--- src/rtl/ternary_pkg.sv ---
// Shared ternary types plus the branch-prediction queue entry used by the resolver.
// Trits are two-bit balanced digits: 00 is zero, 01 is +1 and 11 is -1.
package ternary_pkg;

    typedef logic [1:0] trit_t;

    localparam trit_t T_ZERO = 2'b00;
    localparam trit_t T_POS  = 2'b01;
    localparam trit_t T_NEG  = 2'b11;

    localparam int BP_DEFAULT_DEPTH = 4;
    localparam int BP_PC_TRITS      = 9;
    localparam int BP_CNT_W         = 16;

    typedef trit_t [BP_PC_TRITS-1:0] bp_pc_t;

    typedef struct packed {
        logic   taken;
        bp_pc_t fall_pc;
        bp_pc_t target_pc;
    } bp_entry_t;

    // Balanced-ternary encode; each remainder is folded into the digit set {-1, 0, +1}.
    function automatic bp_pc_t int_to_trits(input int value);
        bp_pc_t pc;
        int     v;
        int     r;
        v = value;
        for (int i = 0; i < BP_PC_TRITS; i++) begin
            r = ((v % 3) + 3) % 3;
            if (r == 1) begin
                pc[i] = T_POS;
                v     = (v - 1) / 3;
            end else if (r == 2) begin
                pc[i] = T_NEG;
                v     = (v + 1) / 3;
            end else begin
                pc[i] = T_ZERO;
                v     = v / 3;
            end
        end
        return pc;
    endfunction

    function automatic int trits_to_int(input bp_pc_t pc);
        int acc;
        acc = 0;
        for (int i = BP_PC_TRITS - 1; i >= 0; i--) begin
            if (pc[i] == T_POS) begin
                acc = acc * 3 + 1;
            end else if (pc[i] == T_NEG) begin
                acc = acc * 3 - 1;
            end else begin
                acc = acc * 3;
            end
        end
        return acc;
    endfunction

endpackage

--- src/rtl/ternary_bp_fifo.sv ---
// In-order queue of predicted branches awaiting resolution.
// Clear discards every entry and has priority over a push in the same cycle.
module ternary_bp_fifo
    import ternary_pkg::*;
#(
    parameter int DEPTH = BP_DEFAULT_DEPTH
) (
    input  logic                     clk,
    input  logic                     rst_n,
    input  logic                     push,
    input  bp_entry_t                push_data,
    input  logic                     pop,
    input  logic                     clear,
    output bp_entry_t                head,
    output logic                     full,
    output logic                     empty,
    output logic [$clog2(DEPTH):0]   count
);

    localparam int PTR_W = $clog2(DEPTH);
    localparam int CNT_W = PTR_W + 1;

    localparam logic [PTR_W-1:0] PTR_ONE    = {{(PTR_W-1){1'b0}}, 1'b1};
    localparam logic [CNT_W-1:0] CNT_ONE    = {{(CNT_W-1){1'b0}}, 1'b1};
    localparam logic [CNT_W-1:0] FULL_COUNT = CNT_W'(DEPTH);

    bp_entry_t        mem_q [DEPTH];
    bp_entry_t        mem_d [DEPTH];
    logic [PTR_W-1:0] wr_ptr_q, wr_ptr_d;
    logic [PTR_W-1:0] rd_ptr_q, rd_ptr_d;
    logic [CNT_W-1:0] count_q, count_d;
    logic             do_push;
    logic             do_pop;

    assign full    = (count_q == FULL_COUNT);
    assign empty   = (count_q == '0);
    assign count   = count_q;
    assign head    = mem_q[rd_ptr_q];
    assign do_push = push && !full;
    assign do_pop  = pop && !empty;

    always_comb begin
        mem_d    = mem_q;
        wr_ptr_d = wr_ptr_q;
        rd_ptr_d = rd_ptr_q;
        count_d  = count_q;
        if (clear) begin
            wr_ptr_d = '0;
            rd_ptr_d = '0;
            count_d  = '0;
        end else begin
            if (do_push) begin
                mem_d[wr_ptr_q] = push_data;
                wr_ptr_d        = wr_ptr_q + PTR_ONE;
            end
            if (do_pop) begin
                rd_ptr_d = rd_ptr_q + PTR_ONE;
            end
            if (do_push && !do_pop) begin
                count_d = count_q + CNT_ONE;
            end else if (do_pop && !do_push) begin
                count_d = count_q - CNT_ONE;
            end
        end
    end

    always_ff @(posedge clk or negedge rst_n) begin
        if (!rst_n) begin
            for (int i = 0; i < DEPTH; i++) begin
                mem_q[i] <= '0;
            end
            wr_ptr_q <= '0;
            rd_ptr_q <= '0;
            count_q  <= '0;
        end else begin
            mem_q    <= mem_d;
            wr_ptr_q <= wr_ptr_d;
            rd_ptr_q <= rd_ptr_d;
            count_q  <= count_d;
        end
    end

endmodule

--- src/rtl/ternary_branch_resolver.sv ---
// Resolves queued static branch predictions in program order against execute outcomes,
// producing a registered flush/redirect on mispredicts plus saturating statistics.
module ternary_branch_resolver
    import ternary_pkg::*;
#(
    parameter int DEPTH    = BP_DEFAULT_DEPTH,
    parameter int PC_TRITS = BP_PC_TRITS,
    parameter int CNT_W    = BP_CNT_W
) (
    input  logic                        clk,
    input  logic                        rst_n,
    input  logic                        pred_valid,
    output logic                        pred_ready,
    input  logic                        pred_taken,
    input  trit_t [PC_TRITS-1:0]        pred_fall_pc,
    input  trit_t [PC_TRITS-1:0]        pred_target_pc,
    input  logic                        res_valid,
    output logic                        res_ready,
    input  logic                        res_taken,
    output logic                        flush,
    output trit_t [PC_TRITS-1:0]        redirect_pc,
    output logic [$clog2(DEPTH):0]      inflight,
    output logic [CNT_W-1:0]            branch_cnt,
    output logic [CNT_W-1:0]            mispredict_cnt,
    output logic                        order_err
);

    localparam logic [CNT_W-1:0] CNT_MAX = '1;
    localparam logic [CNT_W-1:0] CNT_ONE = {{(CNT_W-1){1'b0}}, 1'b1};

    bp_entry_t push_entry;
    bp_entry_t head;
    logic      q_full;
    logic      q_empty;
    logic      pred_fire;
    logic      res_fire;
    logic      mispredict;

    logic                  flush_q, flush_d;
    trit_t [PC_TRITS-1:0]  redirect_pc_q, redirect_pc_d;
    logic [CNT_W-1:0]      branch_cnt_q, branch_cnt_d;
    logic [CNT_W-1:0]      mispredict_cnt_q, mispredict_cnt_d;
    logic                  order_err_q, order_err_d;

    assign push_entry = '{taken: pred_taken, fall_pc: pred_fall_pc, target_pc: pred_target_pc};

    assign pred_ready = !q_full && !flush_q;
    assign res_ready  = !q_empty && !flush_q;
    assign pred_fire  = pred_valid && pred_ready;
    assign res_fire   = res_valid && res_ready;
    assign mispredict = res_fire && (res_taken != head.taken);

    // Entries still queued during the flush cycle are all younger than the mispredict, so the
    // whole queue (including anything pushed alongside the mispredicting resolve) is dropped.
    ternary_bp_fifo #(
        .DEPTH (DEPTH)
    ) u_fifo (
        .clk       (clk),
        .rst_n     (rst_n),
        .push      (pred_fire),
        .push_data (push_entry),
        .pop       (res_fire),
        .clear     (flush_q),
        .head      (head),
        .full      (q_full),
        .empty     (q_empty),
        .count     (inflight)
    );

    always_comb begin
        flush_d          = mispredict;
        redirect_pc_d    = {PC_TRITS{T_ZERO}};
        branch_cnt_d     = branch_cnt_q;
        mispredict_cnt_d = mispredict_cnt_q;
        order_err_d      = order_err_q || (res_valid && q_empty);
        if (mispredict) begin
            redirect_pc_d = res_taken ? head.target_pc : head.fall_pc;
        end
        if (res_fire && (branch_cnt_q != CNT_MAX)) begin
            branch_cnt_d = branch_cnt_q + CNT_ONE;
        end
        if (mispredict && (mispredict_cnt_q != CNT_MAX)) begin
            mispredict_cnt_d = mispredict_cnt_q + CNT_ONE;
        end
    end

    always_ff @(posedge clk or negedge rst_n) begin
        if (!rst_n) begin
            flush_q          <= 1'b0;
            redirect_pc_q    <= {PC_TRITS{T_ZERO}};
            branch_cnt_q     <= '0;
            mispredict_cnt_q <= '0;
            order_err_q      <= 1'b0;
        end else begin
            flush_q          <= flush_d;
            redirect_pc_q    <= redirect_pc_d;
            branch_cnt_q     <= branch_cnt_d;
            mispredict_cnt_q <= mispredict_cnt_d;
            order_err_q      <= order_err_d;
        end
    end

    assign flush          = flush_q;
    assign redirect_pc    = redirect_pc_q;
    assign branch_cnt     = branch_cnt_q;
    assign mispredict_cnt = mispredict_cnt_q;
    assign order_err      = order_err_q;

endmodule

--- config.mk ---
export PLATFORM = sky130hd
export DESIGN_NAME = ternary_branch_resolver
export DESIGN_NICKNAME = d
export VERILOG_FILES = /design/src/rtl/ternary_pkg.sv /design/src/rtl/ternary_bp_fifo.sv /design/src/rtl/ternary_branch_resolver.sv
export SDC_FILE = /design/constraint.sdc
export NUM_CORES = 1
export LEC_CHECK = 0
export BUFFER_PORTS_ARGS = -buffer_cell sky130_fd_sc_hd__buf_4
export CAP_MARGIN = 20
export CORE_MARGIN = 3
export CORE_UTILIZATION = 55
export DETAILED_ROUTE_END_ITERATION = 6
export GPL_TIMING_DRIVEN = 0
export PLACE_DENSITY = 0.8
export SYNTH_ARGS = -nofsm -noshare
export SYNTH_HDL_FRONTEND = slang
export SYNTH_SLANG_ARGS = --single-unit
--- constraint.sdc ---
create_clock -name clk -period 6.2 [get_ports clk]
set_clock_uncertainty 0.1 [all_clocks]
set_input_delay 1.86 -clock clk [delete_from_list [all_inputs] [get_ports clk]]
set_output_delay 1.86 -clock clk [all_outputs]
set_load 0.01 [all_outputs]
## After elaboration in Yosys (flattened, before gate mapping)

Cells that the tools add are included.

- $add $sub $neg: 6
- $lt $le $gt $ge: 3
- Equality and inequality tests: 4
- Muxes and demuxes: 15
- Bitwise operators: 3
- Reductions and logical operators: 24

Operators by type and width:

| operator | count |
|---|---|
| $bwmux W148 | 1 |
| $mux W37 | 3 |
| $bmux W37 S2 | 1 |
| $demux W37 S2 | 1 |
| $mux W18 | 2 |
| $add A16 B1 Y16 const B | 2 |
| $ne A16 B16 Y1 const B | 2 |
| $logic_and A1 B1 Y1 | 13 |
| $mux W3 | 3 |
| $mux W2 | 4 |
| $ge A3 B3 Y1 const B | 2 |
| $not A2 Y3 | 2 |
| $logic_not A1 Y1 | 5 |
| $add A2 B1 Y2 const B | 2 |
| $reduce_bool A2 Y1 | 2 |
| $add A3 B1 Y3 const B | 1 |
| $eq A3 B3 Y1 const B | 1 |
| $logic_not A3 Y1 | 1 |
| $lt A3 B1 Y1 const B | 1 |
| $reduce_bool A3 Y1 | 1 |
| $sub A3 B1 Y3 const B | 1 |
| $reduce_and A2 Y1 | 1 |
| $logic_or A1 B1 Y1 | 1 |
| $ne A1 B1 Y1 | 1 |
| $not A1 Y1 | 1 |

- Bits in registers: 207
- Input bits: 42

## Logic depth before layout (Yosys ltp)

Gate-level depths: netlist of run 1.

- Depth after elaboration: 10
- Mapped depth: 8
- Depth with buffers taken out: 7

## Hierarchy

A second synthesis of run 1 with hierarchy kept.

- Cells, all modules: 622
- Area, all modules: 9917.0 µm²

Modules (own cells, without submodules):

| module | times used | cells an instance | area each (µm²) |
|---|---|---|---|
| ternary_bp_fifo | 1 | 418 | 7547.2 |
| ternary_branch_resolver | 1 | 204 | 2369.8 |

## Least setup slack after synthesis of run 1

No wires, ideal clock.

- Path type: input port to flip-flop
- Start: input port res_valid
- End: register u_fifo.count_q[1], in the netlist u_fifo.count[1]
- Library setup time: 0.125 ns
- Arrival: 3.385 ns
- Required time: 5.975 ns
- Setup slack: 2.589 ns
- Stages: 8
- Buffers on the path: 1
- Cells stage by stage: buf_2 o31ai_1 nor2_1 nor2_1 fa_1 inv_1 o22ai_1 a2111oi_0

- Longest elaborated chain between the ends: 6

Ends and longest elaborated chain:

| item | RTL line | source |
|---|---|---|
| from (decl) | ternary_branch_resolver.sv:17 | `input logic res_valid,` |
| $logic_and A1 B1 Y1 (*) | ternary_branch_resolver.sv:50 | `assign res_fire = res_valid && res_ready;` |
| $logic_and A1 B1 Y1 (*) | ternary_bp_fifo.sv:40 | `assign do_pop = pop && !empty;` |
| $logic_not A1 Y1 | ternary_bp_fifo.sv:59 | `if (do_push && !do_pop) begin` |
| $logic_and A1 B1 Y1 | ternary_bp_fifo.sv:59 |  |
| $mux W3 | ternary_bp_fifo.sv:59 |  |
| $mux W3 | ternary_bp_fifo.sv:47 | `if (clear) begin` |
| to (signal assigned) | ternary_bp_fifo.sv:79 | `count_q <= count_d;` |
| to (decl) | ternary_bp_fifo.sv:31 | `logic [CNT_W-1:0] count_q, count_d;` |

Mark *: on every way between the ends. The rest lies on a longest branch, timed or not.
A chain may end at the register's enable or synchronous reset.

## Worst setup path in the final report of run 1

- Start: register u_fifo.count_q[2], in the netlist u_fifo.count[2]
- End: output port pred_ready

- Longest elaborated chain between the ends: 3

Ends and longest elaborated chain:

| item | RTL line | source |
|---|---|---|
| $eq A3 B3 Y1 | ternary_bp_fifo.sv:35 | `assign full = (count_q == FULL_COUNT);` |
| $logic_not A1 Y1 | ternary_branch_resolver.sv:47 | `assign pred_ready = !q_full && !flush_q;` |
| $logic_and A1 B1 Y1 | ternary_branch_resolver.sv:47 |  |
| to (decl) | ternary_branch_resolver.sv:13 | `output logic pred_ready,` |

No other way between the ends.

==> impl_metrics.csv, run 1 <==
group,metric,value,unit
status,status,"finished clean",
job,cap_violations,0,
yosys,synth-adder-area-share,0.01035,
global_route,antenna_found_initial,0,
clock_network,cts_resized,0,
floorplan,die-area,0.01829,sq mm
floorplan,die_y,135.2,um
worst_setup_path,worstSetupPathType,"register to primary output",
floorplan,core_region_area,0.01612,sq mm
detailed_routing,drtPass1Iterations,4,
final_layout,area_growth,19.79,%
final_layout,final_common_cell,"dfrtp_1",
global_route,track_usage,0.2280,
yosys,syn_area_per_cell,14.87,sq um
sta,relSlewSlack,0.3367,
floorplan,initial_core_util,0.5701,
detailed_routing,drt_wl_total,20520,um
sta,period_needed,3.730,ns
yosys,yosysTopAreaCellShare,0.5638,
placement,routabilityCongestion,0.7771,
yosys,synth_mux_area_frac,0.2988,
yosys,syn_inst,618,
yosys,syn-cell-area,0.009188,sq mm
detailed_routing,viasPerCell,5.835,
clock_network,cts.clk_slew.worst_paths,0.06,ns
min_path,hp-class,"register to register",
sta,rsz0062_at_grt,"false",
detailed_routing,drtAntennaViolNets,0,
placement,portBuffers,96,
clock_network,cts-htree-levels,1,
worst_setup_path,path_max_fanout,8,
floorplan,rows,46,
final_layout,n_antenna_cell,0,
clock_network,clkSinkCount,207,
sta,slew_violations,0,
clock_network,cts_setup_buffers,0,
yosys,synth.distinct_cells,43,
yosys,synthFlopType,"dfrtp_1",
floorplan,chipWidth,135.2,um
worst_setup_path,worstSetupEndpointType,"primary output",
final_layout,layout_common_cells,"dfrtp_1, mux2_1, buf_4",
yosys,synth_xor_area_frac,0.02942,
sta,setup_viol,0,
floorplan,ioPinCount,99,
yosys,yosys.area.top_type,"dfrtp_1",
clock_network,cts.hold.buffers_added,0,
sta,worst_pin_slew,0.9950,ns
global_route,grt_pass1_vias,6260,
final_layout,drive_gt1_frac,0.2695,
yosys,syn_nets,667,
final_layout,fillers,1104,
yosys,synth_seq_area_share,0.5638,
yosys,ys.warnings.count,0,
final_layout,final_nets,789,
power,leakagePower,5.014,nW
yosys,synth_edf_count,0,
global_route,grt_max_degree,106,
yosys,ys_async_sr_fraction,1.000,
placement,dpl.hpwl,13800,um
detailed_routing,drtIter0Drc,371,
power,power.density,509.0,mW/mm^2
clock_network,clockBufferDepth,3,
power,ir_worst_vdd,0.2481,mV
sta,setup_tns,0,ns
worst_setup_path,start_kind,"register",
final_layout,finalNonFillerCells,973,
clock_network,ctsRootBufferMaster,"clkbuf_16",
yosys,synth_compound_area_frac,0.01512,
detailed_routing,route.vias.total,5677,
yosys,synth_area_leaders,"dfrtp_1, mux2_1, mux4_2, mux2i_1, xnor2_1",
sta,fmax,268.1,MHz
sta,period_share,0.6016,
global_route,grt_overflow,0,
detailed_routing,drc,0,
worst_setup_path,cp.required,4.24,ns
sta,hold_viol_final,0,
clock_network,clkLatencyLatePin,0.50,ns
global_route,grt_pass1_wl,32890,um
yosys,ys_ff_latch,207,
clock_network,numCtsBuffers,23,
placement,dp_cells,931,
yosys,yosys.area_share.simple,0.06047,
detailed_routing,drt-wirelength-per-cell,21.08,um
yosys,synth_top_family_by_area,"multiplexers",
clock_network,cts_tree,"built",
worst_setup_path,worst_ep_arrival_time,1.77,ns
power,totalPowerFinal,0.005602,W
synthesized netlist by cell type, drive strengths merged (3+ instances only):
library cell,instances
clkbuf,7
and3,7
a31oi,3
xor2,13
mux2,152
ha,6
nor3,6
buf,22
nor2,35
inv,10
mux2i,20
nand2b,4
dfrtp,207
nand2,19
xnor2,17
nand3,14
nor4,3
mux4,37
o21ai,4
nand4,12
flip-flops by register name, summed over array words and instances (netlist names):
signal and count:
redirect_pc 18, flush 1, branch_cnt 16, u_fifo.count 3
u_fifo.wr_ptr_q 2, u_fifo.mem_q 148, u_fifo.rd_ptr_q 2, mispredict_cnt 16
order_err 1
kinds of logic (layout without fill, tap and decap cells):
group | count (synthesis) | after routing
flip-flops | 207 | 207
AO/OA/AOI/OAI | 19 | 19
XOR/XNOR | 30 | 30
adder cells (fa/ha/maj) | 7 | 7
buffers and inverters | 39 | 178
multiplexers | 209 | 209
AND/OR/NAND/NOR | 107 | 107
cell type report:
cell class	count	area, sq um	share of cell area
flip-flops and latches	207	5180	0.4707
clock buffers	33	693.2	0.06298
repair buffers	97	755.7	0.06867
multi-input cells	372	3805	0.3457
well taps	216	270.3	0.02456
clock inverters	9	98.84	0.008981
inverters	10	37.54	0.003411
plain buffers	29	165.2	0.01501
final timing paths:
| kind | from | end | slack [ns] | depth (start not counted) |
|---|---|---|---|---|
| setup / recovery | u_fifo.count[2]$_DFFE_PN0P_ | pred_ready | 2.47 | 4 |
| hold / removal | order_err$_DFF_PN0_ | order_err$_DFF_PN0_ | 0.36 | 1 |
| setup reg to reg | u_fifo.count[2]$_DFFE_PN0P_ | u_fifo.count[1]$_DFFE_PN0P_ | 3.36 | 8 |
| hold reg to reg | order_err$_DFF_PN0_ | order_err$_DFF_PN0_ | 0.36 | 1 |
| max in group asynchronous | rst_n | branch_cnt[6]$_DFFE_PN0P_ | 3.76 | 2 |
| min in group asynchronous | rst_n | u_fifo.mem_q[2]$_DFFE_PN0P_ | 1.28 | 1 |
layer usage:
| metal | part of all wire | GRT usage | wire (um) | vias up |
|---|---|---|---|---|
| met5 | 0 | 0 | 0 | - |
| met2 | 0.52 | 0.3991 | 10680 | 146 |
| met4 | 0.021 | 0.06103 | 424 | 0 |
| met3 | 0.039 | 0.03158 | 799 | 32 |
| met1 | 0.42 | 0.3023 | 8611 | 2999 |
| li1 | - | - | - | 2500 |
per-stage QoR:
stage / cell area [sq um] / utilization / setup slack, ns / hold slack, ns
4_1_cts: 11010 / 0.6829 / 2.470 / 0.3631
6_report: 11010 / 0.6829 / 2.470 / 0.3615
2_1_floorplan: 9188 / - / 2.589 / 0.3587
3_5_place_dp: 10210 / 0.6338 / 2.230 / 0.3500
3_3_place_gp: 10180 / 0.6316 / 1.955 / 0.3437
5_1_grt: 11010 / 0.6829 / 2.390 / 0.3942
critical path, stage by stage, from the launching register on:
cell     delay (ns)
dfrtp_1        0.35
buf_2          0.19
or3b_1         0.39
and2_1         0.19
buf_4          0.14
power breakdown:
group          leakage (nW)  switching, W  internal, W
clock                 0.400      0.000523     0.000859
combinational          2.07      0.000888      0.00103
sequential             2.54      0.000347      0.00195
Note: power is estimated with default switching activity, not from simulation.
==> run 2, diff against run 1 <==
Settings changed: CORE_UTILIZATION 55 to 53, PLACE_DENSITY 0.8 to 0.81.
Clock period 6.2 ns to 3.2 ns, I/O delays scaled along.
==> impl_metrics.csv, run 2 (same netlist as run 1, synthesis figures left out) <==
group,metric,value,unit
floorplan,ioPinCount,99,
worst_setup_path,start_kind,"register",
clock_network,numCtsBuffers,22,
clock_network,cts.hold.buffers_added,0,
worst_setup_path,worstSetupPathType,"register to register",
final_layout,drive_gt1_frac,0.2702,
sta,period_needed,2.854,ns
sta,setup_tns,0,ns
clock_network,cts_resized,0,
final_layout,area_growth,19.46,%
final_layout,layout_common_cells,"dfrtp_1, mux2_1, buf_4",
floorplan,initial_core_util,0.5482,
global_route,grt_overflow,0,
sta,setup_ws,0.3457,ns
global_route,grt_max_degree,126,
final_layout,largest_reg_flops,148,
global_route,grt_pass1_vias,6052,
detailed_routing,drt_wl_total,20410,um
placement,portBuffers,96,
power,leakagePower,5.000,nW
sta,period_share,0.8920,
power,ir_worst_vdd,0.4505,mV
detailed_routing,viasPerCell,5.682,
sta,setup_viol,0,
sta,hold_viol_final,0,
final_layout,n_antenna_cell,0,
clock_network,cts-htree-levels,1,
clock_network,ctsRootBufferMaster,"clkbuf_16",
final_layout,stdcell_area,0.01098,sq mm
placement,dpl.hpwl,13860,um
job,cap_violations,0,
final_layout,largest_register,"u_fifo.mem_q",
detailed_routing,drtAntennaViolNets,0,
worst_setup_path,cp.required,3.45,ns
clock_network,clockBufferDepth,3,
sta,rsz0062_at_grt,"false",
global_route,antenna_found_initial,0,
sta,hold_slack,0.3528,ns
worst_setup_path,worst_ep_arrival_time,3.10,ns
power,power.density,978.5,mW/mm^2
detailed_routing,drtIter0Drc,357,
worst_setup_path,worstSetupEndpointType,"register",
clock_network,cts_tree,"built",
detailed_routing,route.vias.total,5540,
floorplan,chipWidth,137.7,um
detailed_routing,drt-wirelength-per-cell,20.93,um
floorplan,core_region_area,0.01676,sq mm
sta,fmax,350.3,MHz
status,status,"finished clean",
floorplan,die_y,137.7,um
final_layout,final_common_cell,"dfrtp_1",
placement,post-place-ws,-0.009178,ns
detailed_routing,drtPass1Iterations,4,
clock_network,cts.clk_slew.worst_paths,0.06,ns
worst_setup_path,path_max_fanout,8,
floorplan,rows,47,
min_path,hp-class,"primary input to async pin",
sta,relSlewSlack,0.3429,
detailed_routing,drc,0,
worst_setup_path,ff2ff_setup_slack,0.35,ns
clock_network,cts_setup_buffers,0,
placement,routabilityCongestion,0.8170,
clock_network,clkLatencyLatePin,0.50,ns
clock_network,clkSinkCount,207,
floorplan,die-area,0.01895,sq mm
sta,slew_violations,0,
sta,worst_pin_slew,0.9856,ns
final_layout,fillers,1162,
final_layout,final_nets,788,
placement,placed_area,0.01022,sq mm
final_layout,final_util,0.6549,
global_route,track_usage,0.2225,
global_route,grt_pass1_wl,32490,um
==> run 2: final timing paths <==
check	cells past startpoint	from	to
setup reg to reg	8	u_fifo.count[2]$_DFFE_PN0P_	u_fifo.count[1]$_DFFE_PN0P_
setup / recovery	8	u_fifo.count[2]$_DFFE_PN0P_	u_fifo.count[1]$_DFFE_PN0P_
hold / removal	1	rst_n	mispredict_cnt[10]$_DFFE_PN0P_
hold reg to reg	1	order_err$_DFF_PN0_	order_err$_DFF_PN0_
min in group clk	1	order_err$_DFF_PN0_	order_err$_DFF_PN0_
max in group asynchronous	2	rst_n	u_fifo.mem_q[54]$_DFFE_PN0P_
==> run 2: power breakdown <==
part	total, W	internal (W)	switching [W]
registers	0.00446	0.00378	0.000678
logic	0.00373	0.00201	0.00172
clock network	0.00256	0.00156	0.000998
total	0.0107	0.00734	0.00340
==> run 2: metrics by stage <==
step                      total power (W)  cells
after global routing              0.01134    975
after floorplan                  0.006913    618
final                             0.01074    975
after global placement           0.007894    934
after CTS                         0.01084    975
after detailed placement         0.008237    935
==> run 2: final cells by class <==
cell class / instances / area [sq um] / area share
sequential: 207 / 5180 / 0.4720
buffer: 29 / 165.2 / 0.01505
multi-input combinational: 372 / 3805 / 0.3467
clock buffer: 34 / 726.9 / 0.06623
inverter: 10 / 37.54 / 0.003420
timing repair buffer: 97 / 755.7 / 0.06886
clock inverter: 6 / 30.03 / 0.002736
tap: 220 / 275.3 / 0.02508
==> run 2: worst max-delay path, stage by stage, from the launching register on <==
cell and delay, ns:
dfrtp_1 0.38, buf_2 0.17, o31ai_1 0.49, nor2_1 0.29, nor2_1 0.21, fa_1 0.44, inv_1 0.08, o22ai_1 0.07
a2111oi_0 0.47
==> run 2: per-layer routing <==
layer  part of all wire  global-route usage  vias up  routed length (um)
li1                   -                   -     2494                   -
met1               0.41              0.2883     2913                8451
met2               0.53              0.3929      102               10800
met3              0.034             0.02812       31                 701
met4              0.022             0.06707        0                 459
met5                  0                   0        -                   0
